$ cat config.mk
export PLATFORM = sky130hd
export DESIGN_NAME = opnd_mem_fetch
export DESIGN_NICKNAME = d
export VERILOG_FILES = /design/src/rtl/opnd_mem_fetch.sv
export SDC_FILE = /design/constraint.sdc
export NUM_CORES = 1
export LEC_CHECK = 0
export CAP_MARGIN = 10
export CORE_ASPECT_RATIO = 1.4
export CORE_MARGIN = 1
export CORE_UTILIZATION = 50
export CTS_BUF_LIST = sky130_fd_sc_hd__clkbuf_8
export DETAILED_ROUTE_END_ITERATION = 8
export PLACE_DENSITY_LB_ADDON = 0.1
export RECOVER_POWER = 100
export SYNTH_ARGS = -nofsm -noshare
export SYNTH_HDL_FRONTEND = slang
export SYNTH_SLANG_ARGS = --single-unit
$ cat constraint.sdc
create_clock -name clk -period 3.2 [get_ports clk]
set_clock_uncertainty 0.1 [all_clocks]
set_input_delay 0.64 -clock clk [delete_from_list [all_inputs] [get_ports clk]]
set_output_delay 0.64 -clock clk [all_outputs]
set_load 0.01 [all_outputs]
$ cat src/rtl/opnd_mem_fetch.sv
//----------------------------------------------------------------------------
// Module   : opnd_mem_fetch
// Purpose  : Two-stage operand memory fetch. S1 forms the effective address
//            base + (index << scale) + disp. The disp term is optionally an
//            8-bit sign-extended value, and 16-bit wrap is optional. S2
//            searches a set of hint slots for a read to that address. It
//            returns the hit data masked to the operand size, or a miss.
// Ports    : clk, rst_n (async, active-low)
//            in_valid/in_ready   - request handshake
//            scale, index, base, disp, disp_1byte, addr_16bit, opnd_bytes
//                                - operand address descriptor
//            hint_valid, hint_is_write, hint_address, hint_data
//                                - hint slots, slot k at [32k+31:32k]
//            out_valid/out_ready - response handshake
//            out_addr, out_data, out_miss - response payload
//            miss_count          - saturating miss counter. It exists only
//                                  when OPND_MEM_FETCH_MISS_CNT_EN is defined.
// Config   : `define OPND_MEM_FETCH_MISS_CNT_EN to enable miss_count.
// Revision : 1.0 - initial release
//----------------------------------------------------------------------------
`default_nettype none

module opnd_mem_fetch #(
  parameter int NUM_HINTS = 2,
  parameter int ADDR_W    = 32
) (
  input  logic                   clk,
  input  logic                   rst_n,
  input  logic                   in_valid,
  output logic                   in_ready,
  input  logic [1:0]             scale,
  input  logic [31:0]            index,
  input  logic [31:0]            base,
  input  logic [31:0]            disp,
  input  logic                   disp_1byte,
  input  logic                   addr_16bit,
  input  logic [1:0]             opnd_bytes,
  input  logic [NUM_HINTS-1:0]   hint_valid,
  input  logic [NUM_HINTS-1:0]   hint_is_write,
  input  logic [NUM_HINTS*32-1:0] hint_address,
  input  logic [NUM_HINTS*32-1:0] hint_data,
  output logic                   out_valid,
  input  logic                   out_ready,
  output logic [ADDR_W-1:0]      out_addr,
  output logic [31:0]            out_data,
  output logic                   out_miss
`ifdef OPND_MEM_FETCH_MISS_CNT_EN
  ,
  output logic [15:0]            miss_count
`endif
);

  logic              s1_full;
  logic              s2_full;
  logic [ADDR_W-1:0] s1_ea;
  logic [1:0]        s1_bytes;

  logic              s2_ready;
  logic              s1_load;
  logic              s2_load;

  // A stage may take new contents when empty or when it drains this cycle.
  assign s2_ready  = ~s2_full | out_ready;
  assign in_ready  = ~s1_full | s2_ready;
  assign s1_load   = in_valid & in_ready;
  assign s2_load   = s1_full & s2_ready;
  assign out_valid = s2_full;

  // S1: effective address generation
  logic [31:0]       disp_ext;
  logic [ADDR_W-1:0] ea_sum;
  logic [ADDR_W-1:0] ea_next;

  always_comb begin
    disp_ext = disp_1byte ? {{24{disp[7]}}, disp[7:0]} : disp;
    ea_sum   = ADDR_W'(base) + (ADDR_W'(index) << scale) + ADDR_W'(disp_ext);
    ea_next  = addr_16bit ? ADDR_W'(ea_sum[15:0]) : ea_sum;
  end

  // S2 lookup runs on the S1 address against the hints present this cycle.
  // The scan goes from the top slot downward so that the lowest matching
  // slot is the last to write and therefore wins.
  logic        hit;
  logic [31:0] hit_data;
  logic [31:0] masked_data;

  always_comb begin
    hit      = 1'b0;
    hit_data = '0;
    for (int k = NUM_HINTS - 1; k >= 0; k--) begin
      if (hint_valid[k] && !hint_is_write[k] &&
          (ADDR_W'(hint_address[32*k +: 32]) == s1_ea)) begin
        hit      = 1'b1;
        hit_data = hint_data[32*k +: 32];
      end
    end
  end

  always_comb begin
    case (s1_bytes)
      2'd0:    masked_data = {24'h0, hit_data[7:0]};
      2'd1:    masked_data = {16'h0, hit_data[15:0]};
      default: masked_data = hit_data;
    endcase
  end

  always_ff @(posedge clk or negedge rst_n) begin
    if (!rst_n) begin
      s1_full  <= 1'b0;
      s1_ea    <= '0;
      s1_bytes <= '0;
    end else if (s1_load) begin
      s1_full  <= 1'b1;
      s1_ea    <= ea_next;
      s1_bytes <= opnd_bytes;
    end else if (s2_load) begin
      s1_full  <= 1'b0;
    end
  end

  always_ff @(posedge clk or negedge rst_n) begin
    if (!rst_n) begin
      s2_full  <= 1'b0;
      out_addr <= '0;
      out_data <= '0;
      out_miss <= 1'b0;
    end else if (s2_load) begin
      s2_full  <= 1'b1;
      out_addr <= s1_ea;
      out_data <= hit ? masked_data : 32'h0;
      out_miss <= ~hit;
    end else if (out_ready) begin
      s2_full  <= 1'b0;
    end
  end

`ifdef OPND_MEM_FETCH_MISS_CNT_EN
  always_ff @(posedge clk or negedge rst_n) begin
    if (!rst_n) begin
      miss_count <= '0;
    end else if (s2_full && out_ready && out_miss && (miss_count != 16'hFFFF)) begin
      miss_count <= miss_count + 16'd1;
    end
  end
`endif

endmodule

`default_nettype wire

==> results of run 1 <==
==> power by group through the flow <==
stage	Combinational [W]	Sequential [W]	Clock [W]
detailed placement	0.00351	0.00205	0
global route	0.00437	0.00206	0.00106
finish	0.00405	0.00202	0.00100
global placement	0.00345	0.00203	0
floorplan	0.00184	0.00198	0
CTS	0.00389	0.00202	0.00101
==> layout make-up <==
| cell class | count | share of cell area, % |
|---|---|---|
| Timing Repair Buffer | 448 | 31.7 |
| Inverter | 31 | 0.878 |
| Tap cell | 199 | 1.88 |
| Clock buffer | 10 | 1.04 |
| Sequential cell | 101 | 19.1 |
| Multi-Input combinational cell | 686 | 44.5 |
| Clock inverter | 6 | 0.878 |
| Antenna cell | 4 | 0.0755 |
==> per-layer routing <==
layer / part of all wire (%) / track usage [%] / vias to the layer above
li1: - / - / 3936
met2: 52 / 59.2 / 330
met4: 4.3 / 15.2 / 0
met5: 0 / 0 / -
met1: 37 / 36.8 / 3990
met3: 7.6 / 6.70 / 59
==> final timing paths <==
| kind | start | endpoint | slack [ns] | cells after the start |
|---|---|---|---|---|
| min reg2reg | out_addr[12] | out_addr[12] | 0.38 | 2 |
| min | out_addr[12] | out_addr[12] | 0.38 | 2 |
| max in group asynchronous | rst_n | out_addr[24] | 0.69 | 2 |
| max | scale[1] | s1_ea[24] | -0.36 | 13 |
| max reg2reg | s1_ea[0] | out_data[18] | 0.67 | 8 |
| min in group asynchronous | rst_n | out_addr[9] | 0.39 | 1 |
==> flip-flops by register name, summed over array words and instances, names as in the netlist <==
register / cells
out_miss: 1
s1_bytes: 2
s1_ea: 32
out_valid: 1
out_data: 32
s1_full: 1
out_addr: 32
==> stage by stage <==
| step | setup TNS, ns | hold slack (ns) |
|---|---|---|
| 6_report | -4.47 | 0.376 |
| 5_1_grt | -6.09 | 0.399 |
| 4_1_cts | -3.21 | 0.190 |
| 3_5_place_dp | -25.03 | 0.361 |
| 3_3_place_gp | -23.99 | 0.357 |
| 2_1_floorplan | -10.18 | 0.244 |
==> kinds of logic (layout without fill, tap and decap cells) <==
group                    Yosys count  count (layout)  share of synthesized area, %
adder cells (fa/ha/maj)           62              62                          12.4
buffers and inverters             84             495                          4.80
multiplexers                      36              36                          8.74
XOR/XNOR                          88              88                          9.38
flip-flops                       101             101                          30.8
AND/OR/NAND/NOR                  280             280                          16.6
AO/OA/AOI/OAI                    220             220                          17.4
other                              0               4                             0
==> worst register-to-register path, cell delays in order (launching register included) <==
cell	delay, ns
sky130_fd_sc_hd__dfrtp_1	0.46
sky130_fd_sc_hd__xnor2_1	0.36
sky130_fd_sc_hd__nand4_1	0.13
sky130_fd_sc_hd__nor4_1	0.28
sky130_fd_sc_hd__and3_1	0.28
sky130_fd_sc_hd__buf_12	0.21
sky130_fd_sc_hd__buf_4	0.24
sky130_fd_sc_hd__a22oi_1	0.13
sky130_fd_sc_hd__o31ai_1	0.24
==> layout by cell type, fill, tap and decap left out, types with 16 or more instances in the layout <==
master,count
sky130_fd_sc_hd__and3b_1,16
sky130_fd_sc_hd__clkdlybuf4s50_1,207
sky130_fd_sc_hd__o31ai_1,19
sky130_fd_sc_hd__a21o_1,16
sky130_fd_sc_hd__fa_1,31
sky130_fd_sc_hd__inv_1,31
sky130_fd_sc_hd__nand4_1,19
sky130_fd_sc_hd__a21oi_1,39
sky130_fd_sc_hd__nor2_1,18
sky130_fd_sc_hd__xnor2_1,43
sky130_fd_sc_hd__buf_6,18
sky130_fd_sc_hd__buf_4,115
sky130_fd_sc_hd__dfrtp_1,101
sky130_fd_sc_hd__mux4_2,28
sky130_fd_sc_hd__o21ai_0,40
sky130_fd_sc_hd__a21oi_2,19
sky130_fd_sc_hd__xor2_1,41
sky130_fd_sc_hd__dlygate4sd3_1,67
sky130_fd_sc_hd__nand2_1,156
==> repair_timing <==
action | CTS | global route
endpoints found under the setup margin | 26 | 22
pin swaps | 75 | 48
buffers inserted | 13 | 11
resized for setup | 142 | 44
==> implementation parameters, run 1 <==
Parameter                              Value

Run status
  Outcome    finished, violations left
  Failing checks    negative setup slack

Floorplanning
  Die Outline Area    17000 um2
  Vert. Die Dim    154 um
  Width of the die    approximately 110 um
  Core outline area    16100 um2
  # rows    55
  Starting utilization of the core area    51.0%
  IO Pins    305

Power and ir drop
  Worst supply voltage drop on vdd    0.299 mV
  PnR Total Power    0.00707 W
  Sw frac    38.6%
  P_int    0.00434 W
  Sequential cell fraction of total power    28.5%
  LEAKAGE    5.88 nW
  Relative contribution of combinational cells to total power    57.3%
  P per Cell Area    533 nW/um2
  Net switching power    0.00273 W
  Part of the power in the clock network    14.2%

Final layout
  Non-Filler Cell Area, Final    13300 um2
  FF+latch area    2530 um2
  Number of inserted filler cells in the final layout    ~1000
  Proportion of layout cells with a drive suffix above 1    23.6%
  Net count, final    1577
  Filler-free cell count of the finished design    around 1500
  Post-synthesis to final-layout area growth    61.3%
  Area of the multi-input gates    5900 um2
  Final core occ    82.3%

Worst setup path
  Library cell appearing most often on the critical path    sky130_fd_sc_hd__buf_6
  Required time of the critical path    3.36 ns
  Max FO, Critical Path    5
  Largest stage delay, worst path    0.60 ns
  Critical Path End Type    flip-flop
  Slowest-stage cell, CP    sky130_fd_sc_hd__fa_1
  Cell-by-cell trace of the critical path    buf_6 -> buf_6 -> buf_12 -> mux4_2 -> fa_1 -> ha_4 -> a21o_1 -> a221oi_4 -> or3b_4 -> nand3_4 -> nor4bb_4 -> or3_1 -> a32o_1
  Cell family with the largest share of critical-path delay    adder cells
  Kind of start point of the critical path    primary input
  Worst Path Arrival    3.72 ns
  Path type of the worst setup path    primary input to flip-flop
  Combined buffer and inverter count along the critical path    3

Yosys
  Most common cell in the netlist    sky130_fd_sc_hd__nand2_1
  Area of the mapped netlist    8220 um2
  Post-synthesis sequential area ratio    30.8%
  Synth area leaders    sky130_fd_sc_hd__dfrtp_1, sky130_fd_sc_hd__fa_1, sky130_fd_sc_hd__mux4_2, sky130_fd_sc_hd__nand2_1, sky130_fd_sc_hd__xnor2_1
  Count of synthesis-stage warnings from yosys    0
  Fraction of synthesis flops using an asynchronous set or reset pin    100%
  Number of enable flip-flop cells after synthesis    0
  Mean post-synth cell area    9.44 um2
  Post-synthesis cell count    871
  Most frequent cells after synthesis    sky130_fd_sc_hd__nand2_1, sky130_fd_sc_hd__dfrtp_1, sky130_fd_sc_hd__a21oi_1, sky130_fd_sc_hd__o21ai_0, sky130_fd_sc_hd__xnor2_1
  Most frequently used flop master after synthesis    sky130_fd_sc_hd__dfrtp_1
  Share of Yosys cell area claimed by the top area cell type    30.8%
  #FFs+latches synth    slightly above 100
  Cell type with the highest aggregate area in the netlist    sky130_fd_sc_hd__dfrtp_1
  Distinct cell type count of the synthesized netlist    68
  Synth Net Count    1171

STA
  Final setup vio count    22
  Number of hold violations in the final report    0
  RSZ-0062 raised after global routing    yes
  Fraction of the cycle the final worst path needs    111%
  Count of pins over their slew limit    0
  Final WS setup    -0.357 ns
  Minimum clock period after layout    approximately 3.6 ns
  Least-Margin Pin Slew    roughly 1.3 ns
  Relative slew slack    11.5%
  Maximum frequency from static timing analysis    about 0.28 GHz

Placement
  Routability cong.    0.880
  DPL Wire Length    22300 um
  Total cell area at the placement stage    12300 um2
  # placed instances    1445
  Worst-case setup slack after placement    -1.20 ns
  Count of buffers from port buffering    304

Clock tree
  CTS clk-pin slew, worst paths    0.09 ns
  Cts-stage hold buffer count    0
  Clk Tree Root Cell    sky130_fd_sc_hd__clkbuf_8
  Clock tree from TritonCTS    built
  Clock network latency to the later pin of the worst-skew pair    0.38 ns
  Level count of the clock H-tree    3
  TritonCTS buffer count    9
  CTS Buffer Depth    2
  Clk sink count    slightly above 100

Global route
  Antenna violations before repair    4
  Wire length of the first global-routing pass    42400 um
  Via count of the first global-routing pass    8281
  Pin count of the biggest net entering global routing    55
  Total congestion overflow after global routing    0
  Total Routing Usage GR    33.1%

Route
  DRC Markers    0
  Antenna Violating Nets Remaining    0
  DRT iter0 DRCs    441
  Routed via count    8315
  Vias per inst    5.60
  DR WL/cell    19.2 um
  Detailed-route wire length    about 29000 um
  Detailed Routing Iterations Pass 1    7

Run
  Max-capacitance violation count    0

Hold path
  Classification of the worst-slack hold path    flip-flop to flip-flop
(Power assumes the default switching activity.)
==> run 2: changes to the inputs <==
--- a/config.mk
+++ b/config.mk
@@ -11,8 +11,9 @@
 export CORE_UTILIZATION = 50
 export CTS_BUF_LIST = sky130_fd_sc_hd__clkbuf_8
 export DETAILED_ROUTE_END_ITERATION = 8
-export PLACE_DENSITY_LB_ADDON = 0.1
+export PLACE_DENSITY = 0.87
 export RECOVER_POWER = 100
 export SYNTH_ARGS = -nofsm -noshare
 export SYNTH_HDL_FRONTEND = slang
 export SYNTH_SLANG_ARGS = --single-unit
+export TNS_END_PERCENT = 30
==> constraint.sdc (replaced) <==
create_clock -name clk -period 4.5 [get_ports clk]
set_clock_uncertainty 0.1 [all_clocks]
set_input_delay 0.9 -clock clk [delete_from_list [all_inputs] [get_ports clk]]
set_output_delay 0.9 -clock clk [all_outputs]
set_load 0.01 [all_outputs]
==> implementation parameters, run 2 (synthesis results as in run 1) <==
Parameter                              Value

Global route
  Total congestion overflow after global routing    0 (unchanged)
  Antenna violations before repair    1 (was 4)
  Via count of the first global-routing pass    8410 (was 8281)
  Wire length of the first global-routing pass    42100 um (was 42400 um)
  Pin count of the biggest net entering global routing    79 (was 55)
  Total Routing Usage GR    32.7% (was 33.1%)

Power and ir drop
  Worst supply voltage drop on vdd    0.215 mV (was 0.299 mV)
  P per Cell Area    368 nW/um2 (was 533 nW/um2)
  Part of the power in the clock network    14.3% (was 14.2%)
  LEAKAGE    5.44 nW (was 5.88 nW)
  Relative contribution of combinational cells to total power    53.2% (was 57.3%)
  Sw frac    39.5% (was 38.6%)
  Net switching power    0.00176 W (was 0.00273 W)
  P_int    0.00271 W (was 0.00434 W)
  PnR Total Power    0.00447 W (was 0.00707 W)
  Sequential cell fraction of total power    32.4% (was 28.5%)

Placement
  Routability cong.    0.881 (was 0.880)
  Count of buffers from port buffering    304 (unchanged)
  Total cell area at the placement stage    12000 um2 (was 12300 um2)
  DPL Wire Length    22600 um (was 22300 um)

Worst setup path
  Max FO, Critical Path    14 (was 5)
  Kind of start point of the critical path    primary input (unchanged)
  Worst Path Arrival    4.51 ns (was 3.72 ns)
  Largest stage delay, worst path    0.52 ns (was 0.60 ns)
  Path type of the worst setup path    primary input to flip-flop (unchanged)
  Slowest-stage cell, CP    sky130_fd_sc_hd__mux4_2 (was sky130_fd_sc_hd__fa_1)
  Critical Path End Type    flip-flop (unchanged)
  Required time of the critical path    4.64 ns (was 3.36 ns)
  Cell-by-cell trace of the critical path    clkdlybuf4s50_1 -> buf_12 -> mux4_2 -> fa_1 -> ha_1 -> and3_2 -> a221oi_2 -> or3b_2 -> nand3_1 -> nor4bb_1 -> o21ai_0 -> a32o_1 (was buf_6 -> buf_6 -> buf_12 -> mux4_2 -> fa_1 -> ha_4 -> a21o_1 -> a221oi_4 -> or3b_4 -> nand3_4 -> nor4bb_4 -> or3_1 -> a32o_1)

Clock tree
  Cts-stage hold buffer count    0 (unchanged)
  TritonCTS buffer count    9 (unchanged)
  Level count of the clock H-tree    3 (unchanged)
  Clock network latency to the later pin of the worst-skew pair    0.37 ns (was 0.38 ns)
  Setup Buffers After CTS    0 (was 13)
  Clk sink count    101 (unchanged)
  CTS Buffer Depth    2 (unchanged)
  CTS clk-pin slew, worst paths    0.10 ns (was 0.09 ns)
  Clock tree from TritonCTS    built (unchanged)
  Clk Tree Root Cell    sky130_fd_sc_hd__clkbuf_8 (unchanged)

Floorplanning
  Vert. Die Dim    154 um (unchanged)
  # rows    55 (unchanged)
  Starting utilization of the core area    51.0% (unchanged)
  Core outline area    16100 um2 (unchanged)
  Width of the die    110 um (unchanged)
  IO Pins    305 (unchanged)
  Die Outline Area    17000 um2 (unchanged)

Run status
  Outcome    finished, violations left (unchanged)
  Failing checks    max-capacitance violations, max-slew violations (was negative setup slack)

Route
  DR WL/cell    19.0 um (was 19.2 um)
  Detailed Routing Iterations Pass 1    6 (was 7)
  DRT iter0 DRCs    351 (was 441)
  DRC Markers    0 (unchanged)
  Vias per inst    5.67 (was 5.60)
  Antenna Violating Nets Remaining    0 (unchanged)
  Detailed-route wire length    27100 um (was 28500 um)
  Routed via count    8100 (was 8315)

STA
  Final setup vio count    0 (was 22)
  RSZ-0062 raised after global routing    no (was yes)
  Fraction of the cycle the final worst path needs    97.0%
  Relative slew slack    -49.9% (was 11.5%)
  Number of hold violations in the final report    0 (unchanged)
  Least-Margin Pin Slew    2.25 ns (was 1.33 ns)
  Maximum frequency from static timing analysis    0.229 GHz
  Minimum clock period after layout    around 4.4 ns
  Count of pins over their slew limit    132 (was 0)

Final layout
  Net count, final    1523 (was 1577)
  Most common library cell in the layout ignoring fill and taps    sky130_fd_sc_hd__clkdlybuf4s50_1 (unchanged)
  Top library cells by usage in the layout, fill and taps aside    sky130_fd_sc_hd__clkdlybuf4s50_1, sky130_fd_sc_hd__nand2_1, sky130_fd_sc_hd__dfrtp_1, sky130_fd_sc_hd__buf_4, sky130_fd_sc_hd__dlygate4sd3_1 (was sky130_fd_sc_hd__clkdlybuf4s50_1, sky130_fd_sc_hd__nand2_1, sky130_fd_sc_hd__buf_4, sky130_fd_sc_hd__dfrtp_1, sky130_fd_sc_hd__dlygate4sd3_1)
  Proportion of layout cells with a drive suffix above 1    12.8% (was 23.6%)
  Post-synthesis to final-layout area growth    47.8% (was 61.3%)
  Largest registers    out_addr: 32 flops, out_data: 32 flops, s1_ea: 32 flops (unchanged)
  Non-Filler Cell Area, Final    12100 um2 (was 13300 um2)

Hold path
  Classification of the worst-slack hold path    flip-flop to flip-flop (unchanged)

Run
  Max-capacitance violation count    2 (was 0)
-- run 2: cell count changes in the layout (fill, tap and decap cells not counted), sizes merged --
| cell | change |
|---|---|
| clkdlybuf4s50 | +26 |
| clkbuf | +1 |
| dlygate4sd2 | -15 |
| clkdlybuf4s15 | -2 |
| clkinv | +2 |
| buf | -67 |
| diode | -3 |
| bufinv | -1 |
| dlygate4sd3 | +2 |
-- run 2: repair_timing --
action                     CTS  global route
gates resized for setup      0             5
setup endpoints to repair    0             2
hold endpoints to repair     0             0
-- run 2: path summary, 6_finish.rpt --
kind / from / endpoint / slack (ns) / cells after the start
max in group asynchronous: rst_n / out_data[12] / 1.31 / 2
max: scale[1] / s1_ea[24] / 0.13 / 12
min reg2reg: out_addr[16] / out_addr[16] / 0.37 / 2
min: out_addr[16] / out_addr[16] / 0.37 / 2
max reg2reg: s1_ea[25] / out_data[20] / 0.98 / 7
min in group asynchronous: rst_n / out_data[23] / 0.95 / 1
-- run 2: critical path: cells and delay by family --
kind | cells | cell delay, ns
compound gates | 3 | 0.52
mux | 1 | 0.52
fa+ha+maj | 2 | 0.78
simple gates | 4 | 1.12
buf+inv | 2 | 0.67
-- run 2: stage by stage --
step	cells	setup slack [ns]	hold slack [ns]	util, %	TNS [ns]
2_1_floorplan	871	-0.00438	0.372	-	-0.00710
3_3_place_gp	1411	-0.207	0.357	74.3	-1.03
3_5_place_dp	1411	-0.275	0.362	74.3	-1.94
4_1_cts	1427	0.113	0.385	75.6	0
5_1_grt	1428	0.0125	0.403	75.4	0
6_report	1428	0.134	0.374	75.4	0
-- run 2: per-layer routing --
metal  track usage [%]  vias up  share of wire, %
met1              37.7     3842                37
met3              4.07       72               6.2
met4              16.7        0               5.2
met2              58.0      353                52
met5                 0        -                 0
li1                  -     3833                 -
-- run 2: layout make-up --
cell class / count / area, um2
multi-input cells: 686 / 5300
fillers: 1173 / 3950
repair buffers: 394 / 3730
flip-flops and latches: 101 / 2530
well taps: 199 / 249
clock buffers: 9 / 124
inverters: 31 / 116
clock inverters: 7 / 96.3
diodes: 1 / 2.50
-- run 2: power groups by stage --
stage / combinational (W) / sequential [W] / clock [W]
finish: 0.00238 / 0.00145 / 0.000641
global route: 0.00261 / 0.00148 / 0.000683
CTS: 0.00243 / 0.00145 / 0.000647
detailed placement: 0.00241 / 0.00147 / 0
global placement: 0.00235 / 0.00146 / 0
floorplan: 0.00127 / 0.00141 / 0
